**src/rtl/v_id_seq_pkg.sv**
```systemverilog
// Shared encodings, instruction classes and FSM states for the v_id_seq vector decode stage.
package v_id_seq_pkg;

    localparam logic [4:0] VALU_OP_NOP  = 5'd0;
    localparam logic [4:0] VALU_OP_VADD = 5'd1;
    localparam logic [4:0] VALU_OP_VMUL = 5'd2;

    localparam logic [6:0] OPC_LOAD_FP  = 7'b0000111;
    localparam logic [6:0] OPC_STORE_FP = 7'b0100111;
    localparam logic [6:0] OPC_OP_V     = 7'b1010111;

    localparam logic [2:0] F3_OPIVV   = 3'b000;
    localparam logic [2:0] F3_OPIVI   = 3'b011;
    localparam logic [2:0] F3_OPIVX   = 3'b100;
    localparam logic [2:0] F3_WIDTH32 = 3'b110;

    localparam logic [5:0] F6_VADD = 6'b000000;
    localparam logic [5:0] F6_VMUL = 6'b100101;

    typedef enum logic [2:0] {
        CLS_LOAD,
        CLS_STORE,
        CLS_ALU_VV,
        CLS_ALU_VX,
        CLS_ALU_VI,
        CLS_ILLEGAL
    } vclass_e;

    typedef enum logic {
        S_IDLE,
        S_BUSY
    } state_e;

endpackage

```
**src/rtl/v_id_seq_if.sv**
```systemverilog
// Micro-op bus from the v_id_seq decode stage to the execute/memory stage.
interface v_id_seq_if #(
    parameter int unsigned VREG_DW   = 256,
    parameter int unsigned VREG_AW   = 5,
    parameter int unsigned VMEM_DW   = 256,
    parameter int unsigned VMEM_AW   = 32,
    parameter int unsigned VALUOP_DW = 5
);
    logic                 uop_valid_o;
    logic                 uop_ready_i;
    logic                 uop_last_o;
    logic [VALUOP_DW-1:0] valu_opcode_o;
    logic [VREG_DW-1:0]   operand_v1_o;
    logic [VREG_DW-1:0]   operand_v2_o;
    logic                 vmem_ren_o;
    logic                 vmem_wen_o;
    logic [VMEM_AW-1:0]   vmem_addr_o;
    logic [VMEM_DW-1:0]   vmem_din_o;
    logic                 wb_en_o;
    logic                 wb_sel_o;
    logic [VREG_AW-1:0]   wb_addr_o;

    modport master (
        output uop_valid_o, uop_last_o, valu_opcode_o, operand_v1_o, operand_v2_o,
               vmem_ren_o, vmem_wen_o, vmem_addr_o, vmem_din_o, wb_en_o, wb_sel_o, wb_addr_o,
        input  uop_ready_i
    );

    modport slave (
        input  uop_valid_o, uop_last_o, valu_opcode_o, operand_v1_o, operand_v2_o,
               vmem_ren_o, vmem_wen_o, vmem_addr_o, vmem_din_o, wb_en_o, wb_sel_o, wb_addr_o,
        output uop_ready_i
    );
endinterface

```
**src/rtl/v_id_seq_dec_class.sv**
```systemverilog
// Combinational RV32V classifier: instruction class, ALU op and register field bases.
module v_dec_class
    import v_id_seq_pkg::*;
(
    input  logic [31:0] inst_i,
    output vclass_e     cls_o,
    output logic [4:0]  aluop_o,
    output logic [4:0]  rd_o,
    output logic [4:0]  vs1_o,
    output logic [4:0]  vs2_o
);
    always_comb begin
        cls_o   = CLS_ILLEGAL;
        aluop_o = VALU_OP_NOP;
        rd_o    = inst_i[11:7];
        vs1_o   = inst_i[19:15];
        vs2_o   = inst_i[24:20];
        // Only unmasked (vm=1) forms are supported.
        if (inst_i[25]) begin
            case (inst_i[6:0])
                OPC_LOAD_FP: begin
                    if (inst_i[14:12] == F3_WIDTH32 && inst_i[31:26] == 6'b0 && inst_i[24:20] == 5'b0)
                        cls_o = CLS_LOAD;
                end
                OPC_STORE_FP: begin
                    if (inst_i[14:12] == F3_WIDTH32 && inst_i[31:26] == 6'b0 && inst_i[24:20] == 5'b0)
                        cls_o = CLS_STORE;
                end
                OPC_OP_V: begin
                    case (inst_i[14:12])
                        F3_OPIVV: cls_o = CLS_ALU_VV;
                        F3_OPIVX: cls_o = CLS_ALU_VX;
                        F3_OPIVI: cls_o = CLS_ALU_VI;
                        default:  cls_o = CLS_ILLEGAL;
                    endcase
                    case (inst_i[31:26])
                        F6_VADD: aluop_o = VALU_OP_VADD;
                        F6_VMUL: aluop_o = VALU_OP_VMUL;
                        default: cls_o   = CLS_ILLEGAL;
                    endcase
                end
                default: cls_o = CLS_ILLEGAL;
            endcase
        end
    end
endmodule

```
**src/rtl/v_id_seq.sv**
```systemverilog
// Vector decode stage: expands one RV32V instruction into 1..MAX_LMUL registered micro-ops.
// Optional build macro V_ID_SEQ_ALIGN_CHK_EN rejects register bases not aligned to the group size.
module v_id_seq
    import v_id_seq_pkg::*;
#(
    parameter int unsigned VREG_DW   = 256,
    parameter int unsigned VREG_AW   = 5,
    parameter int unsigned VMEM_DW   = 256,
    parameter int unsigned VMEM_AW   = 32,
    parameter int unsigned INST_DW   = 32,
    parameter int unsigned REG_DW    = 32,
    parameter int unsigned REG_AW    = 5,
    parameter int unsigned SEW       = 32,
    parameter int unsigned VALUOP_DW = 5,
    parameter int unsigned MAX_LMUL  = 8
) (
    input  logic               clk,
    input  logic               rst,
    input  logic               inst_valid_i,
    output logic               inst_ready_o,
    input  logic [INST_DW-1:0] inst_i,
    input  logic [1:0]         lmul_i,
    output logic               rs1_en_o,
    output logic [REG_AW-1:0]  rs1_addr_o,
    input  logic [REG_DW-1:0]  rs1_dout_i,
    output logic               vs1_en_o,
    output logic [VREG_AW-1:0] vs1_addr_o,
    input  logic [VREG_DW-1:0] vs1_dout_i,
    output logic               vs2_en_o,
    output logic [VREG_AW-1:0] vs2_addr_o,
    input  logic [VREG_DW-1:0] vs2_dout_i,
    v_id_seq_if.master         uop,
    output logic               illegal_o
);
    localparam int unsigned LANES        = VREG_DW / SEW;
    localparam int unsigned BYTES        = VREG_DW / 8;
    localparam int unsigned CNT_W        = $clog2(MAX_LMUL) + 1;
    localparam logic [1:0]  LMUL_MAX_LOG = 2'($clog2(MAX_LMUL));

    vclass_e    dec_cls;
    logic [4:0] dec_aluop, dec_rd, dec_vs1, dec_vs2;
    logic       align_ok, inst_legal;

    v_dec_class u_dec (
        .inst_i  (inst_i),
        .cls_o   (dec_cls),
        .aluop_o (dec_aluop),
        .rd_o    (dec_rd),
        .vs1_o   (dec_vs1),
        .vs2_o   (dec_vs2)
    );

`ifdef V_ID_SEQ_ALIGN_CHK_EN
    logic [4:0] grp_mask;
    assign grp_mask = 5'((32'd1 << lmul_i) - 32'd1);
    always_comb begin
        align_ok = ((dec_rd & grp_mask) == '0);
        if (dec_cls inside {CLS_ALU_VV, CLS_ALU_VX, CLS_ALU_VI})
            align_ok = align_ok && ((dec_vs2 & grp_mask) == '0);
        if (dec_cls == CLS_ALU_VV)
            align_ok = align_ok && ((dec_vs1 & grp_mask) == '0);
    end
`else
    assign align_ok = 1'b1;
`endif

    assign inst_legal = (dec_cls != CLS_ILLEGAL) && (lmul_i <= LMUL_MAX_LOG) && align_ok;

    state_e               state_q, state_d;
    logic [CNT_W-1:0]     k_q, k_d, n_q, n_d;
    vclass_e              cls_q, cls_d;
    logic [4:0]           aluop_q, aluop_d, rd_q, rd_d, vs1b_q, vs1b_d, vs2b_q, vs2b_d;
    logic [REG_DW-1:0]    rs1_q, rs1_d;
    logic                 illegal_q, illegal_d, valid_q, valid_d, last_q, last_d;
    logic [VALUOP_DW-1:0] op_q, op_d;
    logic [VREG_DW-1:0]   v1_q, v1_d, v2_q, v2_d;
    logic                 ren_q, ren_d, wen_q, wen_d, wben_q, wben_d, wbsel_q, wbsel_d;
    logic [VMEM_AW-1:0]   addr_q, addr_d;
    logic [VMEM_DW-1:0]   din_q, din_d;
    logic [VREG_AW-1:0]   wbaddr_q, wbaddr_d;

    logic [VMEM_AW-1:0]   mem_addr;
    logic [VREG_AW-1:0]   rd_k;
    logic [SEW-1:0]       imm_sext;

    assign mem_addr = VMEM_AW'(rs1_q) + VMEM_AW'(k_q) * VMEM_AW'(BYTES);
    assign rd_k     = VREG_AW'(rd_q) + VREG_AW'(k_q);
    assign imm_sext = {{(SEW-5){vs1b_q[4]}}, vs1b_q};

    always_comb begin
        state_d   = state_q;
        k_d       = k_q;
        n_d       = n_q;
        cls_d     = cls_q;
        aluop_d   = aluop_q;
        rd_d      = rd_q;
        vs1b_d    = vs1b_q;
        vs2b_d    = vs2b_q;
        rs1_d     = rs1_q;
        illegal_d = 1'b0;
        valid_d   = valid_q && !uop.uop_ready_i;
        last_d    = last_q;
        op_d      = op_q;
        v1_d      = v1_q;
        v2_d      = v2_q;
        ren_d     = ren_q;
        wen_d     = wen_q;
        addr_d    = addr_q;
        din_d     = din_q;
        wben_d    = wben_q;
        wbsel_d   = wbsel_q;
        wbaddr_d  = wbaddr_q;

        inst_ready_o = 1'b0;
        rs1_en_o     = 1'b0;
        rs1_addr_o   = REG_AW'(dec_vs1);
        vs1_en_o     = 1'b0;
        vs2_en_o     = 1'b0;
        vs1_addr_o   = VREG_AW'(vs1b_q) + VREG_AW'(k_q);
        // Stores read their data register (vs3, in the rd field) through port 2.
        vs2_addr_o   = (cls_q == CLS_STORE) ? rd_k : VREG_AW'(vs2b_q) + VREG_AW'(k_q);

        case (state_q)
            S_IDLE: begin
                inst_ready_o = 1'b1;
                rs1_en_o     = inst_valid_i;
                if (inst_valid_i) begin
                    if (inst_legal) begin
                        state_d = S_BUSY;
                        k_d     = '0;
                        n_d     = CNT_W'(1) << lmul_i;
                        cls_d   = dec_cls;
                        aluop_d = dec_aluop;
                        rd_d    = dec_rd;
                        vs1b_d  = dec_vs1;
                        vs2b_d  = dec_vs2;
                        rs1_d   = rs1_dout_i;
                    end else begin
                        illegal_d = 1'b1;
                    end
                end
            end
            S_BUSY: begin
                vs1_en_o = (cls_q == CLS_ALU_VV);
                vs2_en_o = (cls_q != CLS_LOAD);
                if (!valid_q || uop.uop_ready_i) begin
                    valid_d  = 1'b1;
                    k_d      = k_q + CNT_W'(1);
                    last_d   = (k_q == n_q - CNT_W'(1));
                    if (last_d)
                        state_d = S_IDLE;
                    op_d     = '0;
                    v1_d     = '0;
                    v2_d     = '0;
                    ren_d    = 1'b0;
                    wen_d    = 1'b0;
                    addr_d   = '0;
                    din_d    = '0;
                    wben_d   = 1'b0;
                    wbsel_d  = 1'b0;
                    wbaddr_d = '0;
                    case (cls_q)
                        CLS_LOAD: begin
                            ren_d    = 1'b1;
                            addr_d   = mem_addr;
                            wben_d   = 1'b1;
                            wbsel_d  = 1'b1;
                            wbaddr_d = rd_k;
                        end
                        CLS_STORE: begin
                            wen_d  = 1'b1;
                            addr_d = mem_addr;
                            din_d  = VMEM_DW'(vs2_dout_i);
                        end
                        CLS_ALU_VV, CLS_ALU_VX, CLS_ALU_VI: begin
                            op_d     = VALUOP_DW'(aluop_q);
                            wben_d   = 1'b1;
                            wbaddr_d = rd_k;
                            if (cls_q == CLS_ALU_VV) begin
                                v1_d = vs1_dout_i;
                                v2_d = vs2_dout_i;
                            end else begin
                                v1_d = vs2_dout_i;
                                v2_d = (cls_q == CLS_ALU_VX) ? VREG_DW'({LANES{rs1_q[SEW-1:0]}})
                                                             : VREG_DW'({LANES{imm_sext}});
                            end
                        end
                        default: ;
                    endcase
                end
            end
            default: state_d = S_IDLE;
        endcase
    end

    always_ff @(posedge clk or negedge rst) begin
        if (!rst) begin
            state_q   <= S_IDLE;
            k_q       <= '0;
            n_q       <= '0;
            cls_q     <= CLS_LOAD;
            aluop_q   <= '0;
            rd_q      <= '0;
            vs1b_q    <= '0;
            vs2b_q    <= '0;
            rs1_q     <= '0;
            illegal_q <= 1'b0;
            valid_q   <= 1'b0;
            last_q    <= 1'b0;
            op_q      <= '0;
            v1_q      <= '0;
            v2_q      <= '0;
            ren_q     <= 1'b0;
            wen_q     <= 1'b0;
            addr_q    <= '0;
            din_q     <= '0;
            wben_q    <= 1'b0;
            wbsel_q   <= 1'b0;
            wbaddr_q  <= '0;
        end else begin
            state_q   <= state_d;
            k_q       <= k_d;
            n_q       <= n_d;
            cls_q     <= cls_d;
            aluop_q   <= aluop_d;
            rd_q      <= rd_d;
            vs1b_q    <= vs1b_d;
            vs2b_q    <= vs2b_d;
            rs1_q     <= rs1_d;
            illegal_q <= illegal_d;
            valid_q   <= valid_d;
            last_q    <= last_d;
            op_q      <= op_d;
            v1_q      <= v1_d;
            v2_q      <= v2_d;
            ren_q     <= ren_d;
            wen_q     <= wen_d;
            addr_q    <= addr_d;
            din_q     <= din_d;
            wben_q    <= wben_d;
            wbsel_q   <= wbsel_d;
            wbaddr_q  <= wbaddr_d;
        end
    end

    assign illegal_o         = illegal_q;
    assign uop.uop_valid_o   = valid_q;
    assign uop.uop_last_o    = last_q;
    assign uop.valu_opcode_o = op_q;
    assign uop.operand_v1_o  = v1_q;
    assign uop.operand_v2_o  = v2_q;
    assign uop.vmem_ren_o    = ren_q;
    assign uop.vmem_wen_o    = wen_q;
    assign uop.vmem_addr_o   = addr_q;
    assign uop.vmem_din_o    = din_q;
    assign uop.wb_en_o       = wben_q;
    assign uop.wb_sel_o      = wbsel_q;
    assign uop.wb_addr_o     = wbaddr_q;
endmodule

```
**src/flat_wrapper.sv**
```systemverilog
// flat-port wrapper written by rule: the top's interface ports become plain ports
module v_id_seq_flat import v_id_seq_pkg::*;
#(
    parameter int unsigned VREG_DW   = 256,
    parameter int unsigned VREG_AW   = 5,
    parameter int unsigned VMEM_DW   = 256,
    parameter int unsigned VMEM_AW   = 32,
    parameter int unsigned INST_DW   = 32,
    parameter int unsigned REG_DW    = 32,
    parameter int unsigned REG_AW    = 5,
    parameter int unsigned SEW       = 32,
    parameter int unsigned VALUOP_DW = 5,
    parameter int unsigned MAX_LMUL  = 8
)
  (clk, rst, inst_valid_i, inst_ready_o, inst_i, lmul_i, rs1_en_o, rs1_addr_o, rs1_dout_i, vs1_en_o, vs1_addr_o, vs1_dout_i, vs2_en_o, vs2_addr_o, vs2_dout_i, illegal_o, uop_uop_valid_o, uop_uop_last_o, uop_valu_opcode_o, uop_operand_v1_o, uop_operand_v2_o, uop_vmem_ren_o, uop_vmem_wen_o, uop_vmem_addr_o, uop_vmem_din_o, uop_wb_en_o, uop_wb_sel_o, uop_wb_addr_o, uop_uop_ready_i);
  v_id_seq_if #(.VREG_DW(VREG_DW), .VREG_AW(VREG_AW), .VMEM_DW(VMEM_DW), .VMEM_AW(VMEM_AW), .VALUOP_DW(VALUOP_DW)) uop_i ();
  input  logic clk;
  input  logic rst;
  input  logic inst_valid_i;
  output logic inst_ready_o;
  input  logic [INST_DW-1:0] inst_i;
  input  logic [1:0] lmul_i;
  output logic rs1_en_o;
  output logic [REG_AW-1:0] rs1_addr_o;
  input  logic [REG_DW-1:0] rs1_dout_i;
  output logic vs1_en_o;
  output logic [VREG_AW-1:0] vs1_addr_o;
  input  logic [VREG_DW-1:0] vs1_dout_i;
  output logic vs2_en_o;
  output logic [VREG_AW-1:0] vs2_addr_o;
  input  logic [VREG_DW-1:0] vs2_dout_i;
  output logic illegal_o;
  output wire logic [$bits(uop_i.uop_valid_o)-1:0] uop_uop_valid_o;
  output wire logic [$bits(uop_i.uop_last_o)-1:0] uop_uop_last_o;
  output wire logic [$bits(uop_i.valu_opcode_o)-1:0] uop_valu_opcode_o;
  output wire logic [$bits(uop_i.operand_v1_o)-1:0] uop_operand_v1_o;
  output wire logic [$bits(uop_i.operand_v2_o)-1:0] uop_operand_v2_o;
  output wire logic [$bits(uop_i.vmem_ren_o)-1:0] uop_vmem_ren_o;
  output wire logic [$bits(uop_i.vmem_wen_o)-1:0] uop_vmem_wen_o;
  output wire logic [$bits(uop_i.vmem_addr_o)-1:0] uop_vmem_addr_o;
  output wire logic [$bits(uop_i.vmem_din_o)-1:0] uop_vmem_din_o;
  output wire logic [$bits(uop_i.wb_en_o)-1:0] uop_wb_en_o;
  output wire logic [$bits(uop_i.wb_sel_o)-1:0] uop_wb_sel_o;
  output wire logic [$bits(uop_i.wb_addr_o)-1:0] uop_wb_addr_o;
  input wire logic [$bits(uop_i.uop_ready_i)-1:0] uop_uop_ready_i;
  assign uop_uop_valid_o = uop_i.uop_valid_o;
  assign uop_uop_last_o = uop_i.uop_last_o;
  assign uop_valu_opcode_o = uop_i.valu_opcode_o;
  assign uop_operand_v1_o = uop_i.operand_v1_o;
  assign uop_operand_v2_o = uop_i.operand_v2_o;
  assign uop_vmem_ren_o = uop_i.vmem_ren_o;
  assign uop_vmem_wen_o = uop_i.vmem_wen_o;
  assign uop_vmem_addr_o = uop_i.vmem_addr_o;
  assign uop_vmem_din_o = uop_i.vmem_din_o;
  assign uop_wb_en_o = uop_i.wb_en_o;
  assign uop_wb_sel_o = uop_i.wb_sel_o;
  assign uop_wb_addr_o = uop_i.wb_addr_o;
  assign uop_i.uop_ready_i = uop_uop_ready_i;
  v_id_seq #(.VREG_DW(VREG_DW), .VREG_AW(VREG_AW), .VMEM_DW(VMEM_DW), .VMEM_AW(VMEM_AW), .INST_DW(INST_DW), .REG_DW(REG_DW), .REG_AW(REG_AW), .SEW(SEW), .VALUOP_DW(VALUOP_DW), .MAX_LMUL(MAX_LMUL)) u_core (.clk(clk), .rst(rst), .inst_valid_i(inst_valid_i), .inst_ready_o(inst_ready_o), .inst_i(inst_i), .lmul_i(lmul_i), .rs1_en_o(rs1_en_o), .rs1_addr_o(rs1_addr_o), .rs1_dout_i(rs1_dout_i), .vs1_en_o(vs1_en_o), .vs1_addr_o(vs1_addr_o), .vs1_dout_i(vs1_dout_i), .vs2_en_o(vs2_en_o), .vs2_addr_o(vs2_addr_o), .vs2_dout_i(vs2_dout_i), .uop(uop_i), .illegal_o(illegal_o));
endmodule
```
**config.mk**
```make
export PLATFORM = sky130hd
export DESIGN_NAME = v_id_seq_flat
export DESIGN_NICKNAME = d
export VERILOG_FILES = /design/src/rtl/v_id_seq_pkg.sv /design/src/rtl/v_id_seq_if.sv /design/src/rtl/v_id_seq_dec_class.sv /design/src/rtl/v_id_seq.sv /design/src/flat_wrapper.sv
export SDC_FILE = /design/constraint.sdc
export NUM_CORES = 2
export LEC_CHECK = 0
export ABC_AREA = 1
export BUFFER_PORTS_ARGS = -buffer_cell sky130_fd_sc_hd__buf_2
export CORE_AREA = 2 2 544 546
export CTS_CLUSTER_SIZE = 14
export DETAILED_ROUTE_END_ITERATION = 7
export DIE_AREA = 0 0 546 548
export PLACE_DENSITY_LB_ADDON = 0.05
export SYNTH_ARGS = -nofsm -noshare
export SYNTH_HDL_FRONTEND = slang
export SYNTH_SLANG_ARGS = --single-unit
```
**constraint.sdc**
```tcl
create_clock -name clk -period 2.1 [get_ports clk]
set_clock_uncertainty 0.05 [all_clocks]
set_input_delay 0 -clock clk [delete_from_list [all_inputs] [get_ports clk]]
set_output_delay 0 -clock clk [all_outputs]
set_load 0.02 [all_outputs]
```
==> impl_metrics.csv <==
group,metric,value,unit
outcome,violations,"negative hold slack, negative setup slack",
global_routing,grtUsageTotal,20.3,%
routing,wl_per_cell,28.6,um
cells_and_area,drive_above_1_share,34.7,%
critical_path,path_cells,"buf_4 > ha_1 > a21oi_2 > o21ai_2 > buf_6 > xnor2_4 > o21ai_4 > buf_6",
synthesis,seq_area_frac_synth,57.5,%
global_routing,grt_max_degree,142,
timing,finalSetupViolCount,366,
timing,rsz0062_at_grt,"true",
cells_and_area,area_growth,91.0,%
timing,tightest_slew,1010,ps
routing,first_iter_violations,2434,
floorplan,dieArea,0.299,mm2
floorplan,ios,1418,
clock_tree,clockBufferDepth,4,
global_routing,antenna_found_initial,157,
placed_design,dp_worst_setup_slack,-497,ps
critical_path,critPathLaunchType,"flip-flop",
synthesis,synth-seq-cells,874,
cells_and_area,finalNetCount,7702,
critical_path,worstPathArrival,2580,ps
outcome,outcome,"finished with violations",
power,power.density,1020,mW/mm2
routing,viasPerCell,3.88,
critical_path,critPathMaxStageDelay,370,ps
synthesis,synthCells,4388,
global_routing,grt_pass1_vias,44994,
timing,slew_violations,0,
placed_design,io_buffer_count,1414,
power,p_total,74.3,mW
routing,drc,0,
timing,hold_viol_final,2,
global_routing,grt_overflow,0,
critical_path,cp_common_cell,"buf_6",
timing,holdWs,-49.5,ps
routing,drtAntennaViolNets,0,
synthesis,ys_warn_count,0,
critical_path,crit_required,2050,ps
clock_tree,tritoncts,"done",
floorplan,die_w,546,um
synthesis,synth_area_leaders,"dfrtp_1 (57%), nand2_1 (13%), o21ai_0 (6.6%)",
floorplan,start_util,13.0,%
timing,min_period_over_period,125,%
job,cap_viol_max_count,0,
synthesis,yosysTopAreaCellShare,57.5,%
power,leakage,36.0,nW
routing,via_count,43366,
synthesis,syn_area,0.0381,mm2
synthesis,synth_edf_count,0,
clock_tree,cts-root-buf,"clkbuf_16",
min_path,min_path_type,"in -> reg",
synthesis,async_flop_share,100,%
critical_path,crit_type,"reg -> out",
timing,worst_slack,-533,ps
global_routing,grt_pass1_wl,418000,um
floorplan,rows,199,
cells_and_area,stdcell_count,11165,
routing,drtPass1Iterations,5,
timing,slew_headroom,32.5,%
synthesis,synth.avg_cell_area,8.67,um2
cells_and_area,stdcell_area,0.0727,mm2
critical_path,crit_path_end_kind,"output port",
cells_and_area,seq_area,0.0219,mm2
synthesis,ys_top_cells_by_count,"nand2_1 (1,332), dfrtp_1 (874), o21ai_0 (503)",
synthesis,synth_top_area_cell,"dfrtp_1",
placed_design,gp_routability_congestion,0.800,
timing,finalCriticalPeriod,2630,ps
power,ir_worst_vdd,0.916,mV
timing,max_freq,0.380,GHz
clock_tree,clock_latency,850,ps
floorplan,die_h,548,um
clock_tree,ctsHtreeMaxLevel,4,
critical_path,crit_fanout,5,
critical_path,crit_buf_inv,3,
timing,finalSetupTns,-29440,ps
synthesis,synthFlopType,"dfrtp_1",
critical_path,crit_slowest_cell,"dfrtp_1",
routing,finalWirelength,319000,um
synthesis,ys_types,43,
placed_design,dp_cells,9787,
clock_tree,clkTransAtPathRegs,60,ps
cells_and_area,multi_input_area,0.0165,mm2
clock_tree,cts.sinks,874,
cells_and_area,fin_util,24.8,%
floorplan,core_area,0.293,mm2
cells_and_area,n_fill_cell,32439,
synthesis,synth.most_common_cell,"nand2_1",
placed_design,hpwl,245000,um
placed_design,placed_area,0.0533,mm2
critical_path,critPathTopFamily,"buffers and inverters",
clock_tree,cts_buffers,137,
[worst register-to-register path: stages, from the launching register on]
cell,delay [ps]
dfrtp_2,410
buf_6,130
nor2_8,120
buf_12,130
clkinv_8,50
nor2_8,140
buf_6,120
buf_6,80
buf_6,80
buf_8,110
buf_12,110
buf_12,130
a21oi_4,50
buf_12,140
buf_16,160
o31ai_4,200
[state kept, by name (all words and copies together), names as in the netlist, 3 cells and up]
name                     count
u_core.uop.operand_v2_o    256
u_core.rd_q                  5
u_core.uop.operand_v1_o    256
u_core.uop.vmem_addr_o      32
u_core.vs2b_q                5
u_core.uop.vmem_din_o      256
u_core.rs1_q                32
u_core.n_q                   4
u_core.uop.wb_addr_o         5
u_core.cls_q                 3
u_core.vs1b_q                5
u_core.k_q                   4
[cells by family (layout without fill, tap and decap cells)]
family / Yosys count / in the layout / synth area share (%)
simple gates: 1686 / 1686 / 17.1
compound gates: 1161 / 1161 / 17.2
flops: 874 / 874 / 57.5
buf+inv: 627 / 3433 / 7.01
fa+ha+maj: 22 / 22 / 0.802
xor+xnor: 16 / 16 / 0.368
other cells: 1 / 53 / 0.00985
mux: 1 / 1 / 0.0263
[worst paths after layout]
path	end	cells past startpoint	slack (ps)	from
min in group asynchronous	u_core.uop.operand_v1_o[11]	4	520	rst
max in group asynchronous	u_core.k_q[1]	5	80	rst
worst min-delay path	u_core.n_q[3]	9	-50	inst_i[13]
worst min register to register	u_core.uop.operand_v2_o[110]	2	420	u_core.uop.operand_v2_o[110]
worst max register to register	u_core.uop.operand_v2_o[159]	15	-250	u_core.cls_q[2]
worst max-delay path	vs2_addr_o[4]	8	-530	u_core.k_q[3]
[layout make-up]
cell class              instances  area share [%]
diodes                         50           0.172
clock buffers                 210            5.59
clock inverters                27           0.594
inverters                     340            1.81
multi-input cells            2889            22.7
flip-flops and latches        874            30.1
well taps                    3919            6.75
repair buffers               2856            32.3
[layout by cell type, fill, tap and decap left out, types with 53 or more instances in the layout]
cell,synthesis,routed
buf_4,20,219
nor2_1,274,208
o31ai_1,217,68
buf_6,18,53
nand2_1,1332,1286
o21ai_0,503,426
buf_2,63,1401
o21ai_1,391,399
dfrtp_1,874,871
buf_12,0,142
o31ai_4,0,101
inv_1,335,328
dlygate4sd3_1,0,973
clkbuf_16,0,164
[repair_timing]
action	CTS	global route
pin swaps	19	68
gates cloned	12	30
gates resized for setup	258	539
endpoints found under the hold margin	1706	3
hold buffers	970	4
buffers inserted	45	54
endpoints found under the setup margin	62	595
[per-layer routing]
layer,global-route usage (%),vias to the layer above,part of all wire [%]
met4,4.61,92,2.4
li1,-,19892,-
met5,0,-,0.19
met2,33.0,1415,46
met1,26.0,21600,43
met3,6.75,367,8.1
[power breakdown]
part	switching (mW)	leakage (nW)	internal, mW
combinational	18.6	21.8	9.25
clock	9.71	2.18	14.1
sequential	2.28	12.0	20.3
Note: power is estimated with default switching activity, not from simulation.
